## src/rtl/mem_seq_pkg.sv

```systemverilog
// Shared types and helpers for the I/D memory request sequencer.
// Holds the FSM state and read-owner encodings plus the byte-lane merge used for partial stores.
package mem_seq_pkg;

    localparam int SEQ_ADDR_W = 30;
    localparam int SEQ_DATA_W = 32;
    localparam int BE_W       = SEQ_DATA_W / 8;

    typedef enum logic [1:0] {
        IDLE    = 2'd0,
        RD_WAIT = 2'd1,
        RMW_WR  = 2'd2
    } state_e;

    typedef enum logic {
        OWN_I = 1'b0,
        OWN_D = 1'b1
    } owner_e;

    // Lanes with be[k] set take new_word, all others keep old_word.
    function automatic logic [SEQ_DATA_W-1:0] merge_bytes(
        input logic [SEQ_DATA_W-1:0] old_word,
        input logic [SEQ_DATA_W-1:0] new_word,
        input logic [BE_W-1:0]       be
    );
        logic [SEQ_DATA_W-1:0] res;
        res = old_word;
        for (int k = 0; k < BE_W; k++) begin
            if (be[k]) begin
                res[8*k +: 8] = new_word[8*k +: 8];
            end
        end
        return res;
    endfunction

endpackage

```

## src/rtl/byte_lane_merge.sv

```systemverilog
// Combinational per-byte mux: builds the read-modify-write word from the old memory word
// and the lane-aligned store data.
module byte_lane_merge
    import mem_seq_pkg::*;
#(
    parameter int DATA_W = SEQ_DATA_W
) (
    input  logic [DATA_W-1:0]   old_word_i,
    input  logic [DATA_W-1:0]   new_word_i,
    input  logic [DATA_W/8-1:0] be_i,
    output logic [DATA_W-1:0]   merged_o
);

    for (genvar k = 0; k < DATA_W / 8; k++) begin : g_lane
        assign merged_o[8*k +: 8] = be_i[k] ? new_word_i[8*k +: 8] : old_word_i[8*k +: 8];
    end

endmodule

```

## src/rtl/mem_request_sequencer.sv

```systemverilog
// Arbitrates the CPU fetch (I) and load/store (D) ports onto one single-port word memory.
// Partial stores become a read followed by a merged full-word write.
//
// state   | meaning
// IDLE    | accepting requests; full stores and empty-mask stores complete here
// RD_WAIT | one read outstanding; owner_q says whether it belongs to I or D
// RMW_WR  | old word has arrived; write back the byte-merged word
module mem_request_sequencer
    import mem_seq_pkg::*;
#(
    parameter int ADDR_W = SEQ_ADDR_W,
    parameter int DATA_W = SEQ_DATA_W
) (
    input  logic                clk,
    input  logic                rst,
    input  logic                flush,

    input  logic                i_valid,
    output logic                i_ready,
    input  logic [ADDR_W-1:0]   i_addr,
    output logic                i_rvalid,
    output logic [DATA_W-1:0]   i_rdata,

    input  logic                d_valid,
    output logic                d_ready,
    input  logic                d_we,
    input  logic [ADDR_W-1:0]   d_addr,
    input  logic [DATA_W-1:0]   d_wdata,
    input  logic [DATA_W/8-1:0] d_be,
    output logic                d_rvalid,
    output logic [DATA_W-1:0]   d_rdata,
    output logic                d_done,

    output logic                mem_en,
    output logic                mem_rren,
    output logic                mem_wren,
    output logic [ADDR_W-1:0]   mem_addr,
    output logic [DATA_W-1:0]   mem_wdata,
    input  logic [DATA_W-1:0]   mem_rdata
);

    localparam int BE_N = DATA_W / 8;

    state_e              state_q, state_d;
    owner_e              owner_q, owner_d;
    logic [ADDR_W-1:0]   addr_q, addr_d;
    logic [DATA_W-1:0]   wdata_q, wdata_d;
    logic [BE_N-1:0]     be_q, be_d;

    logic                i_rvalid_q, i_rvalid_d;
    logic                d_rvalid_q, d_rvalid_d;
    logic                d_done_q, d_done_d;
    logic [DATA_W-1:0]   i_rdata_q, i_rdata_d;
    logic [DATA_W-1:0]   d_rdata_q, d_rdata_d;

    logic [DATA_W-1:0]   rmw_word;

    byte_lane_merge #(
        .DATA_W (DATA_W)
    ) u_merge (
        .old_word_i (mem_rdata),
        .new_word_i (wdata_q),
        .be_i       (be_q),
        .merged_o   (rmw_word)
    );

    always_ff @(posedge clk) begin
        if (rst) begin
            state_q    <= IDLE;
            owner_q    <= OWN_I;
            addr_q     <= '0;
            wdata_q    <= '0;
            be_q       <= '0;
            i_rvalid_q <= 1'b0;
            d_rvalid_q <= 1'b0;
            d_done_q   <= 1'b0;
            i_rdata_q  <= '0;
            d_rdata_q  <= '0;
        end else begin
            state_q    <= state_d;
            owner_q    <= owner_d;
            addr_q     <= addr_d;
            wdata_q    <= wdata_d;
            be_q       <= be_d;
            i_rvalid_q <= i_rvalid_d;
            d_rvalid_q <= d_rvalid_d;
            d_done_q   <= d_done_d;
            i_rdata_q  <= i_rdata_d;
            d_rdata_q  <= d_rdata_d;
        end
    end

    // Everything combinational is forced low while rst is high so an abandoned
    // RMW never reaches the memory in the reset cycle.
    always_comb begin
        state_d    = state_q;
        owner_d    = owner_q;
        addr_d     = addr_q;
        wdata_d    = wdata_q;
        be_d       = be_q;
        i_rvalid_d = 1'b0;
        d_rvalid_d = 1'b0;
        d_done_d   = 1'b0;
        i_rdata_d  = i_rdata_q;
        d_rdata_d  = d_rdata_q;
        i_ready    = 1'b0;
        d_ready    = 1'b0;
        mem_en     = 1'b0;
        mem_rren   = 1'b0;
        mem_wren   = 1'b0;
        mem_addr   = '0;
        mem_wdata  = '0;

        if (!rst) begin
            case (state_q)
                IDLE: begin
                    if (d_valid) begin
                        d_ready = 1'b1;
                        owner_d = OWN_D;
                        addr_d  = d_addr;
                        wdata_d = d_wdata;
                        be_d    = d_be;
                        if (!d_we) begin
                            mem_en   = 1'b1;
                            mem_rren = 1'b1;
                            mem_addr = d_addr;
                            state_d  = RD_WAIT;
                        end else if (&d_be) begin
                            mem_en    = 1'b1;
                            mem_wren  = 1'b1;
                            mem_addr  = d_addr;
                            mem_wdata = d_wdata;
                            d_done_d  = 1'b1;
                        end else if (|d_be) begin
                            mem_en   = 1'b1;
                            mem_rren = 1'b1;
                            mem_addr = d_addr;
                            state_d  = RMW_WR;
                        end else begin
                            d_done_d = 1'b1;
                        end
                    end else if (i_valid && !flush) begin
                        i_ready  = 1'b1;
                        owner_d  = OWN_I;
                        addr_d   = i_addr;
                        mem_en   = 1'b1;
                        mem_rren = 1'b1;
                        mem_addr = i_addr;
                        state_d  = RD_WAIT;
                    end
                end
                RD_WAIT: begin
                    state_d = IDLE;
                    if (owner_q == OWN_D) begin
                        d_rdata_d  = mem_rdata;
                        d_rvalid_d = 1'b1;
                    end else begin
                        i_rdata_d  = mem_rdata;
                        i_rvalid_d = !flush;
                    end
                end
                RMW_WR: begin
                    mem_en    = 1'b1;
                    mem_wren  = 1'b1;
                    mem_addr  = addr_q;
                    mem_wdata = rmw_word;
                    d_done_d  = 1'b1;
                    state_d   = IDLE;
                end
                default: begin
                    state_d = IDLE;
                end
            endcase
        end
    end

    assign i_rvalid = i_rvalid_q;
    assign i_rdata  = i_rdata_q;
    assign d_rvalid = d_rvalid_q;
    assign d_rdata  = d_rdata_q;
    assign d_done   = d_done_q;

endmodule

```

## config.mk

```make
export PLATFORM = sky130hd
export DESIGN_NAME = mem_request_sequencer
export DESIGN_NICKNAME = d
export VERILOG_FILES = /design/src/rtl/mem_seq_pkg.sv /design/src/rtl/byte_lane_merge.sv /design/src/rtl/mem_request_sequencer.sv
export SDC_FILE = /design/constraint.sdc
export NUM_CORES = 1
export LEC_CHECK = 0
export CELL_PAD_IN_SITES_DETAIL_PLACEMENT = 0
export CELL_PAD_IN_SITES_GLOBAL_PLACEMENT = 2
export CORE_ASPECT_RATIO = 1.5
export CORE_MARGIN = 3
export CORE_UTILIZATION = 24
export DETAILED_ROUTE_END_ITERATION = 6
export PLACE_DENSITY_LB_ADDON = 0.1
export SLEW_MARGIN = 20
export SYNTH_ARGS = -nofsm -noshare
export SYNTH_HDL_FRONTEND = slang
export SYNTH_SLANG_ARGS = --single-unit
export TNS_END_PERCENT = 100
```

## constraint.sdc

```tcl
create_clock -name clk -period 1.9 [get_ports clk]
set_input_delay 0.38 -clock clk [delete_from_list [all_inputs] [get_ports clk]]
set_output_delay 0.38 -clock clk [all_outputs]
set_load 0.03 [all_outputs]
```

==> results of run 1 <==
## kinds of logic (layout without fill, tap and decap cells)
kind of cell    Yosys count  count (layout)  share of synthesized area
simple gates            348             348                      0.215
mux                      33              33                     0.0541
buf+inv                  91             414                     0.0621
flops                   136             136                      0.398
compound gates          230             230                      0.271
## what timing repair did
item	4_1_cts	5_1_grt
pin swaps	4	42
buffers inserted	6	12
hold buffers	0	0
gates cloned	3	4
setup endpoints to repair	67	73
gates resized for setup	72	60
## sequential cells by signal, summed over array words and instances, names as in the netlist
signal and flops:
state_q 2, d_rdata 32, d_rvalid 1, d_done 1
owner_q 1, i_rdata 32, be_q 4, addr_q 30
wdata_q 32, i_rvalid 1
## routing by layer
layer / global-route usage / wire, um / vias to the layer above
met2: 0.319 / 15200 / 187
met3: 0.0497 / 1510 / 17
met5: 0 / 20 / -
met4: 0.0468 / 313 / 2
met1: 0.212 / 12000 / 3434
li1: - / - / 3597
## worst max-delay path, delay by kind of cell, from the launching register on
family                 cells  cell delay, ps
buffers and inverters      2             360
AOI/OAI and AO/OA          2             440
DFF                        1             330
and+or+nand+nor            1             370
## per-stage QoR
step / utilization / setup TNS, ps
detailed placement: 0.365 / -24370
global placement: 0.365 / -23180
finish: 0.422 / -22530
floorplan: - / -4410
CTS: 0.402 / -22820
global route: 0.422 / -27540
## placed cells by master (no fill, tap or decap), types with 3 or more instances in the layout
| cell | n |
|---|---|
| dfxtp_1 | 133 |
| a32oi_2 | 10 |
| bufinv_16 | 3 |
| o221ai_4 | 28 |
| o2111ai_1 | 30 |
| clkdlybuf4s50_1 | 186 |
| buf_12 | 18 |
| o211a_1 | 30 |
| nor2_1 | 27 |
| nand2b_1 | 30 |
| nand2_1 | 261 |
| a32oi_1 | 22 |
| dlymetal6s2s_1 | 6 |
| clkdlybuf4s15_1 | 3 |
| dfxtp_2 | 3 |
| buf_4 | 112 |
| mux2_2 | 32 |
| buf_6 | 44 |
| clkinv_4 | 3 |
| nor2_2 | 8 |
| buf_16 | 3 |
| a21oi_1 | 100 |
| clkinvlp_4 | 5 |
| inv_1 | 3 |
| clkbuf_16 | 20 |
## final cells by class
type | instances | area [sq um]
tap | 346 | 433
multi-input combinational | 611 | 4200
clock inverter | 13 | 171
clock buffer | 18 | 439
timing repair buffer | 380 | 3870
fill | 2831 | 16200
inverter | 3 | 11.3
sequential | 136 | 2730
## final timing paths
path | startpoint | endpoint | slack [ps] | cells after the start
worst max-delay path | state_q[1] | mem_addr[28] | -400 | 5
worst min-delay path | flush | i_rvalid | 340 | 2
worst max register to register | state_q[0] | i_rdata[8] | 220 | 7
worst min register to register | wdata_q[0] | wdata_q[0] | 450 | 2
## report_power, final
part | leakage (uW) | switching [uW] | internal (uW) | total [uW]
combinational | 0.00326 | 1040 | 989 | 2030
clock | 0.000281 | 1380 | 2110 | 3480
sequential | 0.00111 | 82.5 | 3020 | 3100
total | 0.00466 | 2500 | 6110 | 8610
==> Implementation_results.wiki, run 1 <==
{| class="wikitable"
! Metric !! Value
|-
| Maximum Capacitance Violations || 0
|-
| Leading post-synthesis cells by instance count || nand2_1, dfxtp_1, a21oi_1
|-
| Clk root buf || clkbuf_16
|-
| Fraction of the yosys area taken by sequential cells || 0.398
|-
| CP arrival || 1920 ps
|-
| Core area || 28100 sq um
|-
| Number of buffers on the longest clock path || 2
|-
| Clock latency at the later pin of the worst-skew pair || 420 ps
|-
| Area after detailed placement || 10300 sq um
|-
| Number of cells after detailed placement || 1453
|-
| Fin crit share || 1.21
|-
| Clk slew on worst S/H paths || 60 ps
|-
| Post-route antenna net violation count || 0
|-
| Synthesized flop and latch total || 136
|-
| Biggest area consumer among synthesized cells || dfxtp_1
|-
| Most frequent cell after synthesis || nand2_1
|-
| Detailed-route wire length || 29.0 mm
|-
| Yosys cell types || 40
|-
| Total power draw || 8610 uW
|-
| HPWL reported at the end of detailed placement || 19.8 mm
|-
| CP max-delay cell || or3_4
|-
| Number of top-level design ports || 268
|-
| Critical Path Source Type || register
|-
| Inserted Clock Buffers || 17
|-
| Post-route worst hold slack || 342 ps
|-
| Maximum VDD drop || 595 uV
|-
| Average instance area after synthesis || 8.17 sq um
|-
| Gr ovfl total || 0
|-
| Clk sink count || 136
|-
| Post-synth top flop || dfxtp_1
|-
| Path class of the lowest-slack min-delay path || in2reg
|-
| Number of antenna violations at the first check in global routing || 1
|-
| Worst Path Max Fanout || 6
|-
| Highest clock frequency the design can meet || 0.434 GHz
|-
| Effective utilization at floorplan || 0.244
|-
| Final net count || 1283
|-
| Data required time of the worst path || 1520 ps
|-
| Final non-filler cell area || 11900 sq um
|-
| Unrepaired setup endpoints after global routing || true
|-
| P_leak || 0.00466 uW
|-
| Gr usage total || 0.180
|-
| Synth async-reset ratio || 0
|-
| Final Skew || 8.84 ps
|-
| Area share of the largest cell type after synthesis || 0.398
|-
| Setup Crit Path Kind || reg2out
|-
| Yosys Warn Count || 0
|-
| Area of the die || 30600 sq um
|-
| Average routed wire per standard cell || 19.3 um
|-
| Post-route insts no fill || 1507
|-
| Synthesized cell area || 6850 sq um
|-
| Violations in the final reports || setup timing
|-
| Post-synthesis to final-layout area growth || 73.1%
|-
| Crit path largest cell delay || 370 ps
|-
| Routed vias/inst || 4.80
|-
| Count of final hold-check violations || 0
|-
| Count of TritonRoute iterations in the first routing pass || 4
|-
| Slew margin rel. || 0.530
|-
| Final setup slack of the worst path || -403 ps
|-
| # rows || 75
|-
| Ordered cell list for the critical path || or3_4 > a21o_4 > clkbuf_16 > o221ai_4 > buf_6
|-
| Pre-CTS WS || -418 ps
|-
| Actual transition at the worst max-transition pin || 704 ps
|-
| Number of vias after detailed routing || 7237
|-
| Number of input and output port buffers inserted || 267
|-
| Vertical extent of the die || 213 um
|-
| Width of the die || 144 um
|-
| Run status || finished, violations left
|-
| Cell area power density || 726 nW/um^2
|-
| Layout cells sized above 1 || 0.272
|-
| Number of antenna diodes || 0
|-
| CTS tree || yes
|-
| Nature of the critical path endpoint || primary output
|-
| Routability congestion estimate || 0.717
|-
| Pins Over Slew Limit || 0
|-
| Post-layout min period || 2300 ps
|-
| 1st-iter DRT viols || 289
|-
| Number of global-route vias before repair || 7361
|-
| Wire length of the first global-routing pass || 42.7 mm
|-
| Number of DRC violations after detailed routing || 0
|-
| Pin count of the biggest net entering global routing || 59
|-
| Mapped Cells || 838
|-
| Main area contributors after synthesis || dfxtp_1, nand2_1, a21oi_1, o221ai_2, mux2_2
|-
| H-tree depth || 4
|-
| EDFF count, synth || 0
|-
| Net count of the mapped netlist || 972
|-
| Final setup vio count || 67
|}
Power figures use the tool's default switching activity.
==> run 2, diff against run 1 <==
Settings changed: MAX_ROUTING_LAYER set to met4.
==> Implementation_results.wiki, run 2 (synthesis results as in run 1) <==
{| class="wikitable"
! Metric !! Value
|-
| H-tree depth || 4 (unchanged)
|-
| Most congested layer reported by global routing || met2
|-
| P_leak || 0.00463 uW (-0.66%)
|-
| Final setup vio count || 67 (unchanged)
|-
| Slew margin rel. || 0.519 (-0.0112)
|-
| Violations in the final reports || setup timing
|-
| Final Skew || 8.45 ps (-0.391 ps)
|-
| Data required time of the worst path || 1520 ps (about the same)
|-
| Number of buffers on the longest clock path || 2 (unchanged)
|-
| Vertical extent of the die || 213 um (unchanged)
|-
| Fin crit share || 1.21 (+0.00213)
|-
| Clk network pwr share || 0.406 (about the same)
|-
| Total power draw || 8580 uW (-0.33%)
|-
| Gr usage total || 0.185 (+0.00539)
|-
| 1st-iter DRT viols || 283 (-2.1%)
|-
| Maximum Capacitance Violations || 0 (unchanged)
|-
| Final net count || 1278 (-0.39%)
|-
| Clk sink count || 136 (unchanged)
|-
| Pre-CTS WS || -418 ps (unchanged)
|-
| Cell area power density || 729 nW/um^2 (+0.37%)
|-
| CP arrival || 1930 ps (about the same)
|-
| Count of TritonRoute iterations in the first routing pass || 4 (unchanged)
|-
| Pin count of the biggest net entering global routing || 59 (unchanged)
|-
| Nature of the critical path endpoint || primary output
|-
| Detailed-route wire length || 28.8 mm (-0.62%)
|-
| Setup Crit Path Kind || reg2out
|-
| Most frequent cells in the layout || nand2_1, clkdlybuf4s50_1, dfxtp_1
|-
| Maximum VDD drop || 595 uV (about the same)
|-
| Average routed wire per standard cell || 19.2 um (-0.36%)
|-
| Total buffers and inverters traversed by the critical path || 2 (unchanged)
|-
| Run status || finished, violations left
|-
| Post-route antenna net violation count || 0 (unchanged)
|-
| Number of antenna violations at the first check in global routing || 1 (unchanged)
|-
| Number of top-level design ports || 268 (unchanged)
|-
| Top Family by Delay on Critical Path || compound AO/OA/AOI/OAI gates
|-
| Layout cells sized above 1 || 0.266 (-0.00574)
|-
| Switching power share of the total || 0.290 (-0.000474)
|-
| Pins Over Slew Limit || 0 (unchanged)
|-
| Power share of the sequential group || 0.361 (about the same)
|-
| CTS tree || yes
|-
| Number of input and output port buffers inserted || 267 (unchanged)
|-
| Final setup slack of the worst path || -407 ps (-4.05 ps)
|-
| Combinational group share of total power || 0.233 (-0.002)
|-
| Net switching power || 2490 uW (-0.49%)
|-
| Clk root buf || clkbuf_16
|-
| Path class of the lowest-slack min-delay path || in2reg
|-
| Highest clock frequency the design can meet || 0.434 GHz (-0.18%)
|-
| Hold_buf cts || 0 (unchanged)
|-
| Wire length of the first global-routing pass || 42.6 mm (about the same)
|-
| Routed vias/inst || 4.80 (-0.12%)
|-
| Power Internal || 6090 uW (-0.26%)
|-
| Crit path largest cell delay || 370 ps (about the same)
|-
| CP max-delay cell || or3_4
|-
| Unrepaired setup endpoints after global routing || true
|-
| Number of vias after detailed routing || 7209 (-0.39%)
|-
| HPWL reported at the end of detailed placement || 19.8 mm (unchanged)
|-
| Actual transition at the worst max-transition pin || 721 ps (+16.8 ps)
|-
| Post-synthesis to final-layout area growth || 71.9%
|-
| Clock latency at the later pin of the worst-skew pair || 420 ps (about the same)
|-
| Width of the die || 144 um (unchanged)
|-
| Post-layout min period || 2310 ps (+4.06 ps)
|-
| Number of global-route vias before repair || 7379 (+0.24%)
|-
| Clk slew on worst S/H paths || 60 ps (about the same)
|-
| Sequential cell area || 2730 sq um (unchanged)
|-
| Core area || 28100 sq um (unchanged)
|-
| Number of DRC violations after detailed routing || 0 (unchanged)
|-
| Global Route met2 Usage || 0.319 (+0.000643)
|-
| Inserted Clock Buffers || 17 (unchanged)
|-
| Routability congestion estimate || 0.725 (+1.2%)
|-
| Critical Path Source Type || register
|-
| Met3 capacity usage during global routing || 0.0453 (-0.00448)
|-
| Count of final hold-check violations || 0 (unchanged)
|-
| Total of fill cells in the finished design || 2838 (+0.25%)
|-
| Effective utilization at floorplan || 0.244 (unchanged)
|-
| Global Route met1 Usage || 0.215 (+0.00277)
|-
| Gr ovfl total || 0 (unchanged)
|-
| Ordered cell list for the critical path || or3_4 > a21o_4 > clkbuf_16 > o221ai_4 > buf_6
|-
| Area of the die || 30600 sq um (unchanged)
|-
| Most common cell after layout, fill and taps aside || nand2_1
|-
| Worst Path Max Fanout || 6 (unchanged)
|-
| # rows || 75 (unchanged)
|-
| Footprint of the multi-input gates || 4180 sq um (-0.57%)
|}
## run 2: final timing paths
kind,from,to,slack (ps),cells after the start
max,state_q[1],mem_addr[28],-410,5
min,rst,state_q[0],340,4
max reg2reg,state_q[0],i_rdata[8],230,7
min reg2reg,i_rdata[4],i_rdata[4],450,2
## run 2: through the flow
step / cell area, sq um / std cells / utilization / hold slack, ps / TNS (ps)
floorplan: 6860 / 838 / - / 433 / -4410
global placement: 10300 / 1453 / 0.365 / 440 / -23180
detailed placement: 10300 / 1453 / 0.365 / 443 / -24370
CTS: 11300 / 1493 / 0.402 / 312 / -22820
global route: 11800 / 1503 / 0.419 / 338 / -27570
finish: 11800 / 1503 / 0.419 / 342 / -22410
## run 2: power groups by stage
stage	clock network, uW	registers [uW]	logic, uW
floorplan	0	3220	831
global placement	0	3160	1770
detailed placement	0	3160	1770
CTS	3600	3100	1890
global route	3710	3110	2150
finish	3480	3100	2000
## run 2: tightest hold or removal path, cell delays in order
cell and delay, ps:
buf_4 90, or3_4 120, buf_4 100, nor2_1 30
## run 2: timing repair
item	in CTS	in global routing
pin swaps	4	41
resized for setup	72	49
setup buffers	6	7
endpoints found under the setup margin	67	73
cloned	3	4
## run 2: area by class of cell
type	instances	area share
Antenna cell	1	0.000213
Clock buffer	18	0.0373
Clock inverter	13	0.0146
Inverter	3	0.000957
Multi-Input combinational cell	611	0.355
Sequential cell	136	0.232
Tap cell	346	0.0368
Timing Repair Buffer	375	0.324
## run 2: metal layers
metal | vias up | share of wire
met3 | 19 | 0.047
met2 | 178 | 0.52
li1 | 3586 | -
met5 | - | 0
met4 | 0 | 0.011
met1 | 3426 | 0.42
==> run 3, diff against run 2 <==
Settings changed: SETUP_SLACK_MARGIN set to 0.15.
==> Implementation_results.wiki, run 3 (synthesis results as in run 1) <==
{| class="wikitable"
! Metric !! Value
|-
| Number of global-route vias before repair || 7520 (+1.9%)
|-
| Min-Delay Startpoint || d_be[0]
|-
| Accumulated negative setup slack || -26520 ps (-4110 ps)
|-
| Violations in the final reports || setup timing
|-
| Ordered cell list for the critical path || buf_6 > buf_6 > and3b_2 > buf_4 > buf_12 > a32oi_2 > nor2_4 > buf_6
|-
| Path class of the lowest-slack min-delay path || in2reg
|-
| Clk root buf || clkbuf_16
|-
| Sequential cell area || 2730 sq um (about the same)
|-
| Number of top-level design ports || 268 (unchanged)
|-
| Effective utilization at floorplan || 0.244 (unchanged)
|-
| Average routed wire per standard cell || 19.3 um (+0.57%)
|-
| Core area || 28100 sq um (unchanged)
|-
| Final Skew || 10.4 ps (+1.98 ps)
|-
| Post-route antenna net violation count || 0 (unchanged)
|-
| Maximum VDD drop || 624 uV (+4.8%)
|-
| Most common cell after layout, fill and taps aside || nand2_1
|-
| Number of input and output port buffers inserted || 267 (unchanged)
|-
| Wire length of the first global-routing pass || 44.2 mm (+3.7%)
|-
| Post-layout min period || 2380 ps (+76.9 ps)
|-
| Run status || finished, violations left
|-
| Total of fill cells in the finished design || 2756 (-2.9%)
|-
| Clk sink count || 136 (unchanged)
|-
| Critical Path Source Type || register
|-
| Highest clock frequency the design can meet || 0.420 GHz (-3.2%)
|-
| Routability congestion estimate || 0.793 (+9.3%)
|-
| Total power draw || 8690 uW (+1.3%)
|-
| # rows || 75 (unchanged)
|-
| Final setup vio count || 66 (-1.5%)
|-
| CP arrival || 2000 ps (+70 ps)
|-
| Clk slew on worst S/H paths || 60 ps (about the same)
|-
| 1st-iter DRT viols || 309 (+9.2%)
|-
| Footprint of the multi-input gates || 4720 sq um (+13%)
|-
| Gr ovfl total || 0 (unchanged)
|-
| Width of the die || 144 um (unchanged)
|-
| Unrepaired setup endpoints after global routing || true
|-
| H-tree depth || 4 (unchanged)
|-
| Count of TritonRoute iterations in the first routing pass || 4 (unchanged)
|-
| Number of vias after detailed routing || 7372 (+2.3%)
|-
| Setup Crit Path Kind || reg2out
|-
| Crit path largest cell delay || 330 ps (-40 ps)
|-
| Number of antenna violations at the first check in global routing || 1 (unchanged)
|-
| Post-synthesis to final-layout area growth || 85.8%
|-
| CTS tree || yes
|-
| Cell area power density || 683 nW/um^2 (-6.3%)
|-
| Layout cells sized above 1 || 0.323 (+0.0563)
|-
| Gr usage total || 0.196 (+0.0107)
|-
| Fin crit share || 1.25 (+0.0405)
|-
| Number of buffers on the longest clock path || 2 (unchanged)
|-
| CP most frequent cell || buf_6
|-
| Number of DRC violations after detailed routing || 0 (unchanged)
|-
| Inserted Clock Buffers || 17 (unchanged)
|-
| HPWL reported at the end of detailed placement || 20.6 mm (+4.4%)
|-
| Clock latency at the later pin of the worst-skew pair || 430 ps (about the same)
|-
| Routed vias/inst || 4.80 (about the same)
|-
| Count of final hold-check violations || 0 (unchanged)
|-
| P_leak || 0.00509 uW (+10%)
|-
| CP max-delay cell || dfxtp_2
|-
| Most frequent cells in the layout || nand2_1, dfxtp_1, clkdlybuf4s50_1
|-
| Worst Path Max Fanout || 8 (+2)
|-
| Actual transition at the worst max-transition pin || 409 ps (-312 ps)
|-
| Final net count || 1311 (+2.6%)
|-
| Nature of the critical path endpoint || primary output
|-
| Data required time of the worst path || 1520 ps (about the same)
|-
| Detailed-route wire length || 29.7 mm (+2.8%)
|-
| Vertical extent of the die || 213 um (unchanged)
|-
| Start point of the critical path || state_q[1]
|-
| Pre-CTS WS || -482 ps (-63.7 ps)
|-
| Pins Over Slew Limit || 0 (unchanged)
|-
| Maximum Capacitance Violations || 0 (unchanged)
|-
| Pin count of the biggest net entering global routing || 95 (+61%)
|-
| Final setup slack of the worst path || -484 ps (-76.9 ps)
|-
| Reg-to-Reg Start || state_q[1]
|-
| Area of the die || 30600 sq um (unchanged)
|-
| Slew margin rel. || 0.727 (+0.208)
|}
## run 3: worst max-delay path: cells and delay by family (launching register included)
kind                   cells  cell delay [ps]
and+or+nand+nor            2              460
DFF                        1              330
buffers and inverters      5              650
AOI/OAI and AO/OA          1              120
## run 3: cell type report
class | count | share of cell area
timing repair buffer | 407 | 0.333
clock buffer | 20 | 0.0359
multi-input combinational | 612 | 0.371
sequential | 136 | 0.214
inverter | 3 | 0.000885
clock inverter | 12 | 0.0108
tap | 346 | 0.0340
antenna | 1 | 0.000197
## run 3: final timing paths
check / to / slack, ps / cells after the start
setup / recovery: mem_wdata[29] / -480 / 8
hold reg to reg: i_rdata[23] / 450 / 2
hold / removal: be_q[0] / 250 / 3
setup reg to reg: i_rdata[2] / 140 / 6
## run 3: metal layers
metal,track usage,vias up,wire [um]
met5,-,-,0
met4,0.0426,0,369
met3,0.0509,18,1610
met2,0.357,199,16300
met1,0.211,3488,11400
li1,-,3667,-
## run 3: metrics by stage
stage / hold slack (ps) / utilization / std cells / cell area (sq um)
final: 249 / 0.454 / 1537 / 12700
after detailed placement: 443 / 0.398 / 1477 / 11200
after floorplan: 433 / - / 838 / 7500
after global placement: 441 / 0.398 / 1477 / 11200
after global routing: 243 / 0.454 / 1537 / 12700
after CTS: 296 / 0.442 / 1522 / 12400
## run 3: timing repair
| action | CTS | global route |
|---|---|---|
| pin swaps | 14 | 19 |
| cloned | 6 | 3 |
| setup buffers | 7 | 11 |
| hold endpoints to repair | 0 | 0 |
| hold buffers | 0 | 0 |
| setup endpoints to repair | 139 | 89 |
| resized for setup | 167 | 36 |
## run 3: where the power goes
part	switching (uW)	leakage, uW	internal [uW]
sequential	85.1	0.00111	3020
combinational	1130	0.00369	1070
clock	1380	0.000288	2020
total	2590	0.00509	6100
